**config.mk**
```make
export PLATFORM = sky130hd
export DESIGN_NAME = datapath_sequencer
export DESIGN_NICKNAME = d
export VERILOG_FILES = /design/src/rtl/datapath_sequencer.sv
export SDC_FILE = /design/constraint.sdc
export NUM_CORES = 1
export LEC_CHECK = 0
export BUFFER_PORTS_ARGS = -buffer_cell sky130_fd_sc_hd__buf_2
export CORE_MARGIN = 1
export CORE_UTILIZATION = 45
export DETAILED_ROUTE_END_ITERATION = 8
export PLACE_DENSITY = 0.66
export SYNTH_ARGS = -nofsm -noshare
export SYNTH_HDL_FRONTEND = slang
export SYNTH_SLANG_ARGS = --single-unit
export TNS_END_PERCENT = 30
```
**constraint.sdc**
```tcl
create_clock -name clk -period 3.2 [get_ports clk]
set_clock_uncertainty 0.1 [all_clocks]
set_input_delay 0 -clock clk [delete_from_list [all_inputs] [get_ports clk]]
set_output_delay 0 -clock clk [all_outputs]
set_load 0.02 [all_outputs]
```
**src/rtl/datapath_sequencer.sv**
```systemverilog
// Purpose: micro-programmed controller for the 8-bit ALU/accumulator datapath.
//          It drives {s2,s1,s0,f2,f1,f0} one instruction per clock and reports
//          completion through busy/done/ovf_err/steps.
// Latency: start sampled at edge k -> instruction 0 is driven in cycle k+1.
//          An N-instruction run holds busy for N cycles, and done pulses in cycle k+N+1.
// Backpressure: none. start is ignored in RUN and DONE. Program writes are ignored in RUN.
//
// Ports:
//   clk, reset             rising-edge clock; synchronous active-high reset
//   start                  1-cycle pulse that runs the program from address 0
//   prog_we/addr/data      program write port; instruction {END,OVF_STOP,LD,SRC[1:0],FN[2:0]}
//   ovf                    datapath overflow for the word currently driven
//   s2,s1,s0,f2,f1,f0      datapath select/load/function lines
//   busy, done, ovf_err    run status; steps = instructions executed by the last/current run
module datapath_sequencer #(
    parameter int          AW        = 3,
    parameter logic [5:0]  HOLD_WORD = 6'b000000
) (
    input  logic          clk,
    input  logic          reset,
    input  logic          start,
    input  logic          prog_we,
    input  logic [AW-1:0] prog_addr,
    input  logic [7:0]    prog_data,
    input  logic          ovf,
    output logic          s2,
    output logic          s1,
    output logic          s0,
    output logic          f2,
    output logic          f1,
    output logic          f0,
    output logic          busy,
    output logic          done,
    output logic          ovf_err,
    output logic [AW:0]   steps
);

    localparam int            DEPTH     = 1 << AW;
    localparam logic [AW-1:0] PC_LAST   = {AW{1'b1}};
    localparam logic [AW:0]   STEPS_MAX = {1'b1, {AW{1'b0}}};

    typedef enum logic [1:0] {
        ST_IDLE = 2'd0,
        ST_RUN  = 2'd1,
        ST_DONE = 2'd2
    } state_t;

    state_t        state_q, state_d;
    logic [AW-1:0] pc_q, pc_d;
    logic [AW:0]   steps_q, steps_d;
    logic          ovf_err_q, ovf_err_d;

    logic [7:0]    prog_q [DEPTH];

    // Instruction fields of the entry at pc.
    logic [7:0]    instr;
    logic          inst_end;
    logic          inst_ovf_stop;
    logic          inst_ld;
    logic [1:0]    inst_src;
    logic [2:0]    inst_fn;

    logic          prog_wr_en;
    logic [5:0]    ctrl_word;

    assign instr         = prog_q[pc_q];
    assign inst_end      = instr[7];
    assign inst_ovf_stop = instr[6];
    assign inst_ld       = instr[5];
    assign inst_src      = instr[4:3];
    assign inst_fn       = instr[2:0];

    // Writes land in IDLE and DONE. A write on the same edge as start in IDLE
    // is committed before instruction 0 is read in the following cycle.
    assign prog_wr_en = prog_we && (state_q != ST_RUN);

    always_ff @(posedge clk) begin
        if (reset) begin
            for (int i = 0; i < DEPTH; i++) begin
                prog_q[i] <= 8'h00;
            end
        end else if (prog_wr_en) begin
            prog_q[prog_addr] <= prog_data;
        end
    end

    always_ff @(posedge clk) begin
        if (reset) begin
            state_q   <= ST_IDLE;
            pc_q      <= '0;
            steps_q   <= '0;
            ovf_err_q <= 1'b0;
        end else begin
            state_q   <= state_d;
            pc_q      <= pc_d;
            steps_q   <= steps_d;
            ovf_err_q <= ovf_err_d;
        end
    end

    always_comb begin
        state_d   = state_q;
        pc_d      = pc_q;
        steps_d   = steps_q;
        ovf_err_d = ovf_err_q;

        unique case (state_q)
            ST_IDLE: begin
                if (start) begin
                    state_d   = ST_RUN;
                    pc_d      = '0;
                    steps_d   = '0;
                    ovf_err_d = 1'b0;
                end
            end

            ST_RUN: begin
                // pc never wraps, so steps cannot exceed DEPTH; the guard keeps
                // the counter pinned even if that invariant were ever broken.
                if (steps_q != STEPS_MAX) begin
                    steps_d = steps_q + 1'b1;
                end
                // ovf is only examined for OVF_STOP words, at the edge ending that word.
                if (inst_ovf_stop && ovf) begin
                    state_d   = ST_DONE;
                    ovf_err_d = 1'b1;
                end else if (inst_end || (pc_q == PC_LAST)) begin
                    state_d = ST_DONE;
                end else begin
                    pc_d = pc_q + 1'b1;
                end
            end

            ST_DONE: begin
                state_d = ST_IDLE;
            end

            default: begin
                state_d = ST_IDLE;
            end
        endcase
    end

    // SRC 10 and 11 both select d.
    always_comb begin
        ctrl_word = HOLD_WORD;
        if (state_q == ST_RUN) begin
            ctrl_word = {inst_src[1], (inst_src == 2'b01), inst_ld, inst_fn};
        end
    end

    assign s2      = ctrl_word[5];
    assign s1      = ctrl_word[4];
    assign s0      = ctrl_word[3];
    assign f2      = ctrl_word[2];
    assign f1      = ctrl_word[1];
    assign f0      = ctrl_word[0];

    assign busy    = (state_q == ST_RUN);
    assign done    = (state_q == ST_DONE);
    assign ovf_err = ovf_err_q;
    assign steps   = steps_q;

endmodule
```
After elaboration in Yosys (flattened, before gate mapping)
Memory sizes are Yosys's and may differ from the RTL's. A register that Yosys moved wholly into a read port is not among the register bits.
Index checks and enable logic that the tools add are counted.
{"block": "op_classes", "add_sub_neg": 2, "eq_ne": 12, "mux": 25, "n_reduce_logical": 10}
{"operator": "$mux 3", "n": 6}
{"operator": "$mux 1", "n": 8}
{"operator": "$mux 4", "n": 2}
{"operator": "$mux 8", "n": 1}
{"operator": "$pmux 4 s2", "n": 1}
{"operator": "$reduce_or 8->1", "n": 1}
{"operator": "$mux 2", "n": 3}
{"operator": "$mux 6", "n": 1}
{"operator": "$ne 2x1->1 const B", "n": 3}
{"operator": "$ne 2x2->1 const B", "n": 3}
{"operator": "$pmux 3 s2", "n": 1}
{"operator": "$reduce_and 3->1", "n": 2}
{"operator": "$add 4x1->4 const B", "n": 1}
{"operator": "$eq 2x1->1 const B", "n": 2}
{"operator": "$ne 4x4->1 const B", "n": 1}
{"operator": "$pmux 2 s2", "n": 1}
{"operator": "$reduce_and 4->1", "n": 1}
{"operator": "$add 3x1->3 const B", "n": 1}
{"operator": "$eq 3x3->1 const B", "n": 1}
{"operator": "$ne 3x1->1 const B", "n": 1}
{"operator": "$eq 2x2->1 const B", "n": 1}
{"operator": "$logic_and 1x1->1", "n": 2}
{"operator": "$logic_not 2->1", "n": 1}
{"operator": "$pmux 1 s2", "n": 1}
{"operator": "other kinds (3)", "n": 3}
{"block": "totals", "register_bits": 10, "ramBits": 64, "inputBits": 16, "out_inout_bits": 13, "word_cells": 54, "memories": 1}
{"memory": "prog_q", "depth": 8, "width": 8, "read_ports": 1, "rd_ports_with_merged_regs": 1, "wr": 8, "line": "53", "source": "logic [7:0] prog_q [DEPTH];"}

Logic depth before layout (Yosys ltp)
Gate-level depths: netlist of run 1.
{"block": "depth", "word_depth": 7, "mapped_depth": 7}

Worst setup path after synthesis of run 1
OpenSTA, ideal clock, no wires.
{"block": "synth_timing", "path_kind": "flip-flop to flip-flop", "from": "register state_q[1]", "to": "memory prog_q[0][0], enable pin", "arrival_ns": 1.634, "required_time_ns": 2.791, "path_slack_ns": 1.156, "stages_incl_launch_ff": 7, "synth_period_minus_slack_ns": 2.044, "cell_sequence": "dfxtp_1 > nand2b_1 > buf_6 > inv_4 > or4b_4 > nor3_4 > or2_2"}
{"element": "start: declaration", "line": "48", "source": "state_t state_q, state_d;"}
{"element": "start signal: assignment", "line": "94", "source": "state_q <= state_d;"}
{"element": "end: declaration", "line": "53"}

==> run_results.csv, run 1 <==
group,metric,value,unit
global_routing,grt_pass1_wl,11800,um
power_and_ir_drop,leakage,1.53,nW
cells_and_area,finalNetCount,318,
sta,rsz0062_at_grt,"no",
synth,synth_area_leaders,"edfxtp_1 (54%), and2_1 (11%), mux4_2 (8.8%)",
clocking,clk_latency,340,ps
worst_setup_path,path_cells,"mux2_2 -> nor3b_1 -> o311a_4 -> mux2i_1 -> nor3_1 -> dlygate4sd3_1",
synth,syn_inst,253,
route,drcViolationCount,0,
clocking,numCtsBuffers,9,
sta,min_period,2510,ps
cells_and_area,stdcell_count,405,
run_status,status,"finished, final reports clean",
route,wirelength,7550,um
worst_setup_path,reg2regPathDepth,6,
global_routing,grt_max_degree,19,
synth,ys_seq_area_share,60.8,%
cells_and_area,layout_common_cells,"and2_1 (64), edfxtp_1 (64), buf_2 (28)",
route,wl_per_cell,18.6,um
worst_setup_path,slowest_stage,"dlygate4sd3_1",
die,die_w,91.3,um
die,rows,32,
die,num_io_pins,29,
worst_setup_path,cp_num_buf_inv,1,
synth,dominantRegCellSynth,"edfxtp_1",
die,initial_core_util,46.5,%
flow_run,cap_violations,0,
clocking,cts_tree,"built",
synth,yosysTopAreaCellShare,53.5,%
worst_setup_path,cpPeakStageDelay,570,ps
sta,hold_viol,0,
clocking,clock-root-buffer,"clkbuf_8",
synth,yosysTopAreaCell,"edfxtp_1",
sta,fin_crit_sh,78.4,%
synth,syn_area,0.00359,mm^2
clocking,cts.sinks,77,
route,vias,2102,
cells_and_area,fin_area,0.00408,mm^2
power_and_ir_drop,ir_drop,229,uV
global_routing,gr-total-overflow,0,
synth,synth_edf_count,64,
clocking,clkTransAtPathRegs,70,ps
worst_setup_path,crit_cells,6,
route,first_iter_violations,64,
synth,synth_async_sr_flop_share,0,%
worst_setup_path,start_kind,"register",
sta,relSlewSlack,65.7,%
worst_setup_path,worstSetupEndpointType,"register",
sta,worst_slew_pin_slew,513,ps
clocking,clockBufferDepth,2,
route,firstDrtPassIters,4,
die,core,0.00773,mm^2
clocking,postCtsSetupBuffers,0,
worst_setup_path,crit_required,3390,ps
die,dieArea,0.00834,mm^2
power_and_ir_drop,p_per_area,474,mW/mm^2
global_routing,grt_pass1_vias,2107,
min_path,whs_path_depth,2,
min_path,hold_class,"in2reg",
place,place.gp.congestion,0.875,
clocking,ctsResizeCount,0,
synth,yosys.cell_types.count,39,
sta,tns,0,ps
synth,ys_warn_count,0,
clocking,htreeDepth,3,
synth,avgSynthCellArea,14.2,um^2
worst_setup_path,crit_arrival,2700,ps
place,pre_cts_ws,809,ps
cells_and_area,antenna_cells,0,
sta,setup_viol,0,
synth,ys_ff_latch,77,
sta,drv_slew,0,
global_routing,grt_usage,20.0,%
place,placed_cell_area,0.00384,mm^2
cells_and_area,area_growth,13.6,%
route,routed_via_density,5.19,
worst_setup_path,crit_family,"buffers and inverters",
route,ant_nets,0,
sta,fmax,0.399,GHz
power_and_ir_drop,power,0.00193,W
worst_setup_path,crit_type,"reg2reg",
place,place_inst,381,
cells_and_area,final_layout_size_suffix_gt1_share,26.4,%
sta,worst_slack,691,ps
place,port_buffers,28,
place,dpl.hpwl,5540,um
global_routing,antenna_found_initial,0,
synth,synth_nets,273,
die,die_y,91.3,um
clocking,hold_buffers,8,
worst_setup_path,crit_fanout,6,
[through the flow]
stage                     hold slack [ps]  util [%]
final                                1.49      52.8
after CTS                            5.43      52.8
after floorplan                      83.6         -
after global routing                 7.20      52.8
after global placement                232      49.8
after detailed placement              255      49.8
[synth_stat cells, types with 3 or more instances]
cell and instances:
a21oi_1 3, and2_1 64, buf_6 3, dfxtp_1 13
edfxtp_1 64, ha_1 4, inv_1 3, mux2_2 5
mux2i_1 6, mux4_2 14, nand2_1 6, nand2b_1 4
nand4b_1 3, nor2_1 15, nor2_4 3, nor3_1 3
o21ai_0 5, or2_2 8
[kinds of logic (layout without fill, tap and decap cells)]
family,after synthesis,after routing,synth area share [%]
AND/OR/NAND/NOR,117,117,20.0
flip-flops,77,77,60.8
multiplexers,25,25,12.0
AO/OA/AOI/OAI,16,16,3.21
buffers and inverters,11,61,1.92
adder cells (fa/ha/maj),4,4,1.39
XOR/XNOR,3,3,0.732
[layout make-up]
cell class / count / area (um^2)
inverter: 4 / 17.5
tap: 102 / 128
multi-input combinational: 165 / 1340
fill: 658 / 3650
clock buffer: 14 / 143
sequential: 77 / 2180
timing repair buffer: 41 / 258
clock inverter: 2 / 10.0
[power by group]
| part | switching (W) | total (W) | leakage, nW | internal, W |
|---|---|---|---|---|
| Combinational | 0.000103 | 0.000180 | 0.683 | 0.0000763 |
| Sequential | 0.0000231 | 0.00115 | 0.770 | 0.00113 |
| Clock | 0.000322 | 0.000603 | 0.0784 | 0.000281 |
| Total | 0.000448 | 0.00193 | 1.53 | 0.00148 |
[worst reg2reg max path: cells and delay by family, from the launching register on]
kind | cells | cell delay (ps)
multiplexers | 2 | 460
AO/OA/AOI/OAI | 1 | 290
flip-flops | 1 | 510
AND/OR/NAND/NOR | 2 | 520
buffers and inverters | 1 | 570
[metal layers]
| metal | share of wire [%] | up-vias | global-route usage [%] |
|---|---|---|---|
| li1 | - | 1009 | - |
| met5 | 0 | - | 0 |
| met3 | 3.5 | 17 | 2.85 |
| met2 | 50 | 42 | 32.4 |
| met1 | 44 | 1034 | 26.4 |
| met4 | 2.5 | 0 | 9.92 |
[state kept, by name (all words and copies together), names as in the netlist, named ones only]
name,count
state_q,2
pc_q,3
prog_q,64
steps,4
ovf_err,1
[final timing paths]
path	end	slack [ps]	from
worst min register to register	ovf_err	360	ovf_err
worst min-delay path	prog_q[5][6]	1	prog_data[6]
worst max register to register	state_q[0]	690	register
worst max-delay path	state_q[0]	690	register
Power figures use the tool's default switching activity.
==> run 2: changes to the inputs <==
Settings changed: ABC_AREA from default to 1, PLACE_DENSITY 0.66 to 0.68.
Clock period 3.2 ns to 2.1 ns, I/O delays scaled along.
==> run 2 against run 1 <==
  * Critical path type is now reg2out
  * First-iteration DRC count is 140% higher
  * Cell area is 0.12% higher
  * Sequential share of layout area is 0.066 points lower
  * Count of clock-buffer cells in the layout is 1 lower
  * Worst hold slack better by 6.3 ps
  * Combinational power grew to 6.2 times the previous value
  * Core utilization is 0.34 points higher
  * Non-clock buffer count is 5 higher
  * Highest routed layer unchanged
==> run_results.csv, run 2 <==
group,metric,value,unit
power_and_ir_drop,seqPwrFrac,45.5,%
power_and_ir_drop,ir_drop,514,uV
cells_and_area,final_layout_size_suffix_gt1_share,18.7,%
route,first_iter_violations,155,
synth,synth_common_cells,"nor2_1 (114), edfxtp_1 (64), nand2_1 (48)",
synth,dominantRegCellSynth,"edfxtp_1",
power_and_ir_drop,pwr-share-comb,27.8,%
power_and_ir_drop,leakage,1.77,nW
synth,ys_seq_area_share,61.4,%
sta,worst_slack,87.1,ps
min_path,hold_class,"in2reg",
power_and_ir_drop,switching_power,0.00136,W
sta,setup_viol,0,
die,dieArea,0.00826,mm^2
sta,min_period,2010,ps
synth,synth_nets,392,
place,place.gp.congestion,0.856,
worst_setup_path,reg2reg_slack,240,ps
route,wirelength,8270,um
synth,ys_ff_latch,77,
cells_and_area,nFillCells,698,
power_and_ir_drop,p_per_area,978,mW/mm^2
synth,synth_async_sr_flop_share,0,%
sta,hold-worst-slack,7.79,ps
sta,tns,0,ps
die,initial_core_util,46.2,%
worst_setup_path,crit_fanout,24,
synth,syn_inst,372,
cells_and_area,finalNetCount,437,
cells_and_area,layout_commonest_cell,"nor2_1",
synth,yosysTopAreaCellShare,54.1,%
global_routing,antenna_found_initial,0,
route,ant_nets,0,
synth,syn_area,0.00355,mm^2
die,core,0.00769,mm^2
synth,ys_warn_count,0,
power_and_ir_drop,clkPwrFrac,26.7,%
synth,synth_most_common_cell,"nor2_1",
worst_setup_path,crit_required,2000,ps
global_routing,gr-total-overflow,0,
worst_setup_path,start_kind,"register",
place,port_buffers,28,
synth,avgSynthCellArea,9.55,um^2
route,drcViolationCount,0,
synth,synth_area_leaders,"edfxtp_1 (54%), nor2_1 (12%), dfxtp_1 (7.3%)",
run_status,status,"finished, final reports clean",
clocking,cts_tree,"built",
clocking,clk_latency,340,ps
worst_setup_path,crit_arrival,1910,ps
clocking,htreeDepth,3,
clocking,clkTransAtPathRegs,80,ps
die,num_io_pins,29,
clocking,cts.sinks,77,
clocking,numCtsBuffers,9,
synth,yosysTopAreaCell,"edfxtp_1",
place,pre_cts_ws,301,ps
cells_and_area,largest_register,"prog_q",
global_routing,grt_pass1_vias,2728,
sta,relSlewSlack,66.2,%
clocking,clock-root-buffer,"clkbuf_8",
worst_setup_path,crit_type,"reg2out",
place,place_inst,503,
route,wl_per_cell,15.8,um
place,dpl.hpwl,5750,um
synth,synth_edf_count,64,
worst_setup_path,worstSetupEndpointType,"output pin",
power_and_ir_drop,p_sw_share,34.0,%
sta,drv_slew,0,
route,vias,2744,
cells_and_area,largest_reg_flops,64,
flow_run,cap_violations,0,
power_and_ir_drop,internal_power,0.00264,W
sta,fin_crit_sh,95.9,%
synth,yosys.cell_types.count,28,
cells_and_area,stdcell_count,524,
sta,worst_slew_pin_slew,506,ps
global_routing,grt_pass1_wl,13500,um
clocking,clockBufferDepth,2,
route,routed_via_density,5.24,
sta,fmax,0.497,GHz
global_routing,grt_max_degree,31,
cells_and_area,antenna_cells,0,
die,rows,32,
cells_and_area,layout_common_cells,"nor2_1 (114), edfxtp_1 (64), nand2_1 (48)",
sta,rsz0062_at_grt,"no",
route,firstDrtPassIters,5,
die,die_w,90.9,um
global_routing,grt_usage,21.6,%
cells_and_area,area_growth,14.9,%
sta,hold_viol,0,
die,die_y,90.9,um
==> run 2: cell count changes after synthesis, sizes merged, moves of 7 or more <==
cell / before / now
o22ai: 0 / 9
and2: 65 / 0
o21ai: 7 / 27
mux4: 14 / 0
nand3: 2 / 24
or2: 8 / 1
inv: 4 / 34
nand2: 6 / 53
nor2: 18 / 117
==> run 2: cells by family (layout without fill, tap and decap cells) <==
group | after synthesis | after routing | share of synthesized area [%]
simple gates | 199 | 199 | 24.0
flops | 77 | 77 | 61.4
buf+inv | 46 | 96 | 5.92
compound gates | 44 | 44 | 6.80
fa+ha+maj | 4 | 4 | 1.41
xor+xnor | 2 | 2 | 0.493
==> run 2: metal layers <==
| layer | global-route usage [%] | share of wire [%] | vias up |
|---|---|---|---|
| li1 | - | - | 1323 |
| met1 | 27.7 | 44 | 1304 |
| met2 | 36.4 | 49 | 103 |
| met3 | 5.47 | 5.9 | 14 |
| met4 | 5.82 | 1.2 | 0 |
| met5 | 0 | 0 | - |
==> run 2: critical path, cell delays in order, from the launching register on <==
cell     delay, ps
dfxtp_1        400
buf_4          300
o21ai_1        110
o22ai_1        280
o21ai_2        120
nand2_1        110
a21oi_2         50
buf_2          170
==> run 2: layout make-up <==
type / instances / area [um^2] / share of cell area, %
sequential: 77 / 2180 / 53.4
clock buffer: 13 / 170 / 4.17
multi-input combinational: 249 / 1160 / 28.5
timing repair buffer: 46 / 285 / 6.99
tap: 102 / 128 / 3.13
clock inverter: 3 / 18.8 / 0.460
inverter: 34 / 134 / 3.28
==> run 2: worst paths after layout <==
kind                                   start      endpoint  cells after the start
worst min register to register       ovf_err       ovf_err                      2
worst max-delay path                register            s1                      7
worst max register to register    state_q[0]  prog_q[5][6]                      7
worst min-delay path            prog_data[5]  prog_q[3][5]                      3
==> run 2: repair_timing <==
action	4_1_cts	5_1_grt
endpoints found under the setup margin	1	2
buffers inserted	1	0
hold buffers	4	0
hold endpoints to repair	14	0
gates resized for setup	1	2
==> run 2: stage by stage <==
step                      cell area (um^2)  power, W  utilization, %
after floorplan                       3550   0.00264               -
after global placement                3840   0.00291            49.9
after detailed placement              3840   0.00292            49.9
after CTS                             4080   0.00399            53.1
after global routing                  4080   0.00419            53.1
final                                 4080   0.00399            53.1
==> run 2: power groups by stage <==
stage	Combinational (W)	Sequential, W	Clock, W
4_1_cts	0.00109	0.00182	0.00108
2_1_floorplan	0.000794	0.00185	0
3_5_place_dp	0.00107	0.00185	0
5_1_grt	0.00123	0.00183	0.00113
3_3_place_gp	0.00106	0.00185	0
6_report	0.00111	0.00182	0.00107
==> run 3: changes to the inputs <==
Settings changed: CORE_ASPECT_RATIO from default to 1.5.
==> run 3 against run 2 <==
  * Critical endpoint is now state_q[1]
  * Clock power grew 25%
  * Core utilization increased by 1.4 points
  * Worst hold slack improved by 9.3 ps
  * Highest routed layer unchanged
  * Sequential power barely moved
  * Register-to-register slack lost 70 ps
==> run_results.csv, run 3 (synthesis results as in run 2) <==
group,metric,value,unit
place,dpl.hpwl,5710,um
place,place.gp.congestion,0.921,
sta,worst_slew_pin_slew,373,ps
sta,min_period,1930,ps
clocking,clk_latency,330,ps
route,routed_via_density,5.08,
worst_setup_path,crit_type,"reg2reg",
global_routing,grt_pass1_vias,2594,
clocking,cts_tree,"built",
place,port_buffers,28,
cells_and_area,finalNetCount,436,
cells_and_area,final_layout_size_suffix_gt1_share,17.8,%
sta,hold_viol,0,
worst_setup_path,path_common_cell,"nand2_1",
cells_and_area,area_growth,16.8,%
route,wl_per_cell,15.1,um
cells_and_area,largest_register,"prog_q",
worst_setup_path,worstSetupEndpointType,"register",
worst_setup_path,path_cells,"buf_12 -> nand2_1 -> nand2_1 -> nand2_1 -> nand3_1 -> nand4_2 -> a21oi_1 -> dlygate4sd3_1",
cells_and_area,largest_reg_flops,64,
clocking,clockBufferDepth,2,
power_and_ir_drop,leakage,1.80,nW
route,ant_nets,0,
die,die_w,74.6,um
route,firstDrtPassIters,4,
global_routing,gr-total-overflow,0,
worst_setup_path,crit_fanout,34,
global_routing,grt_usage,21.4,%
route,first_iter_violations,80,
die,initial_core_util,46.7,%
run_status,status,"finished, final reports clean",
die,rows,39,
route,wirelength,7890,um
clocking,numCtsBuffers,9,
die,dieArea,0.00826,mm^2
power_and_ir_drop,p_per_area,1020,mW/mm^2
worst_setup_path,crit_required,2280,ps
global_routing,grt_pass1_wl,12600,um
route,vias,2659,
die,core,0.00761,mm^2
sta,setup_viol,0,
worst_setup_path,start_kind,"register",
route,drcViolationCount,0,
cells_and_area,antenna_cells,0,
sta,rsz0062_at_grt,"no",
die,die_y,111,um
clocking,clock-root-buffer,"clkbuf_16",
clocking,htreeDepth,3,
global_routing,grt_max_degree,35,
place,placed_cell_area,0.00384,mm^2
clocking,cts.sinks,77,
power_and_ir_drop,ir_drop,650,uV
cells_and_area,fin_area,0.00415,mm^2
die,num_io_pins,29,
sta,tns,0,ps
cells_and_area,layout_common_cells,"nor2_1 (114), edfxtp_1 (64), nand2_1 (48)",
cells_and_area,layout_commonest_cell,"nor2_1",
worst_setup_path,slowest_stage,"dlygate4sd3_1",
global_routing,antenna_found_initial,0,
worst_setup_path,cpPeakStageDelay,550,ps
min_path,hold_class,"in2reg",
sta,fin_crit_sh,92.1,%
clocking,clkTransAtPathRegs,60,ps
flow_run,cap_violations,0,
sta,relSlewSlack,75.1,%
sta,fmax,0.517,GHz
sta,drv_slew,0,
worst_setup_path,crit_arrival,2110,ps
-- run 3: cell count changes in the layout (fill, tap and decap cells not counted), moves of 2 or more --
| cell | change |
|---|---|
| clkbuf_16 | +8 |
| clkbuf_8 | -10 |
| clkbuf_1 | +2 |
| clkinv_1 | +2 |
-- run 3: worst paths after layout --
| path | slack, ps | cells after the start | startpoint | end |
|---|---|---|---|---|
| min reg2reg | 370 | 2 | ovf_err | ovf_err |
| min | 20 | 3 | prog_data[6] | prog_q[1][6] |
| max reg2reg | 170 | 8 | register | state_q[1] |
| max | 170 | 8 | register | state_q[1] |
-- run 3: layer usage --
layer	vias to the layer above	wire length (um)	part of all wire (%)	global-route usage (%)
li1	1331	-	-	-
met1	1239	2990	38	23.4
met2	75	4320	55	37.5
met3	14	410	5.2	4.27
met4	0	170	2.2	11.2
met5	-	0	0	0
-- run 3: timing repair --
| action | in CTS | in global routing |
|---|---|---|
| resized for setup | 0 | 3 |
| setup endpoints to repair | 0 | 1 |
| endpoints found under the hold margin | 6 | 0 |
| buffers inserted | 0 | 2 |
| hold buffers | 3 | 0 |
-- run 3: final cells by class --
cell class	count	area (um^2)
clock buffers	13	240
inverters	34	136
clock inverters	3	12.5
well taps	102	128
fillers	713	3460
multi-input cells	249	1160
flip-flops and latches	77	2180
repair buffers	45	288
-- run 3: report_power, final --
part / switching [W] / internal (W)
Clock: 0.000549 / 0.000791
Sequential: 0.0000643 / 0.00176
Combinational: 0.000717 / 0.000366
-- run 3: worst max-delay path: cells and delay by family (launching register included) --
kind	cells	cell delay [ps]
compound gates	1	150
buf+inv	2	750
flops	1	390
simple gates	5	490
-- run 3: per-stage QoR --
stage | hold slack [ps] | setup slack, ps | util (%) | power [W] | std cells
finish | 17.1 | 166 | 54.5 | 0.00425 | 523
global route | 33.0 | 35.3 | 54.5 | 0.00448 | 523
CTS | 17.9 | 99.8 | 54.2 | 0.00424 | 521
detailed placement | 147 | 276 | 50.5 | 0.00290 | 502
global placement | 149 | 367 | 50.5 | 0.00289 | 502
floorplan | -30.9 | 518 | - | 0.00264 | 372
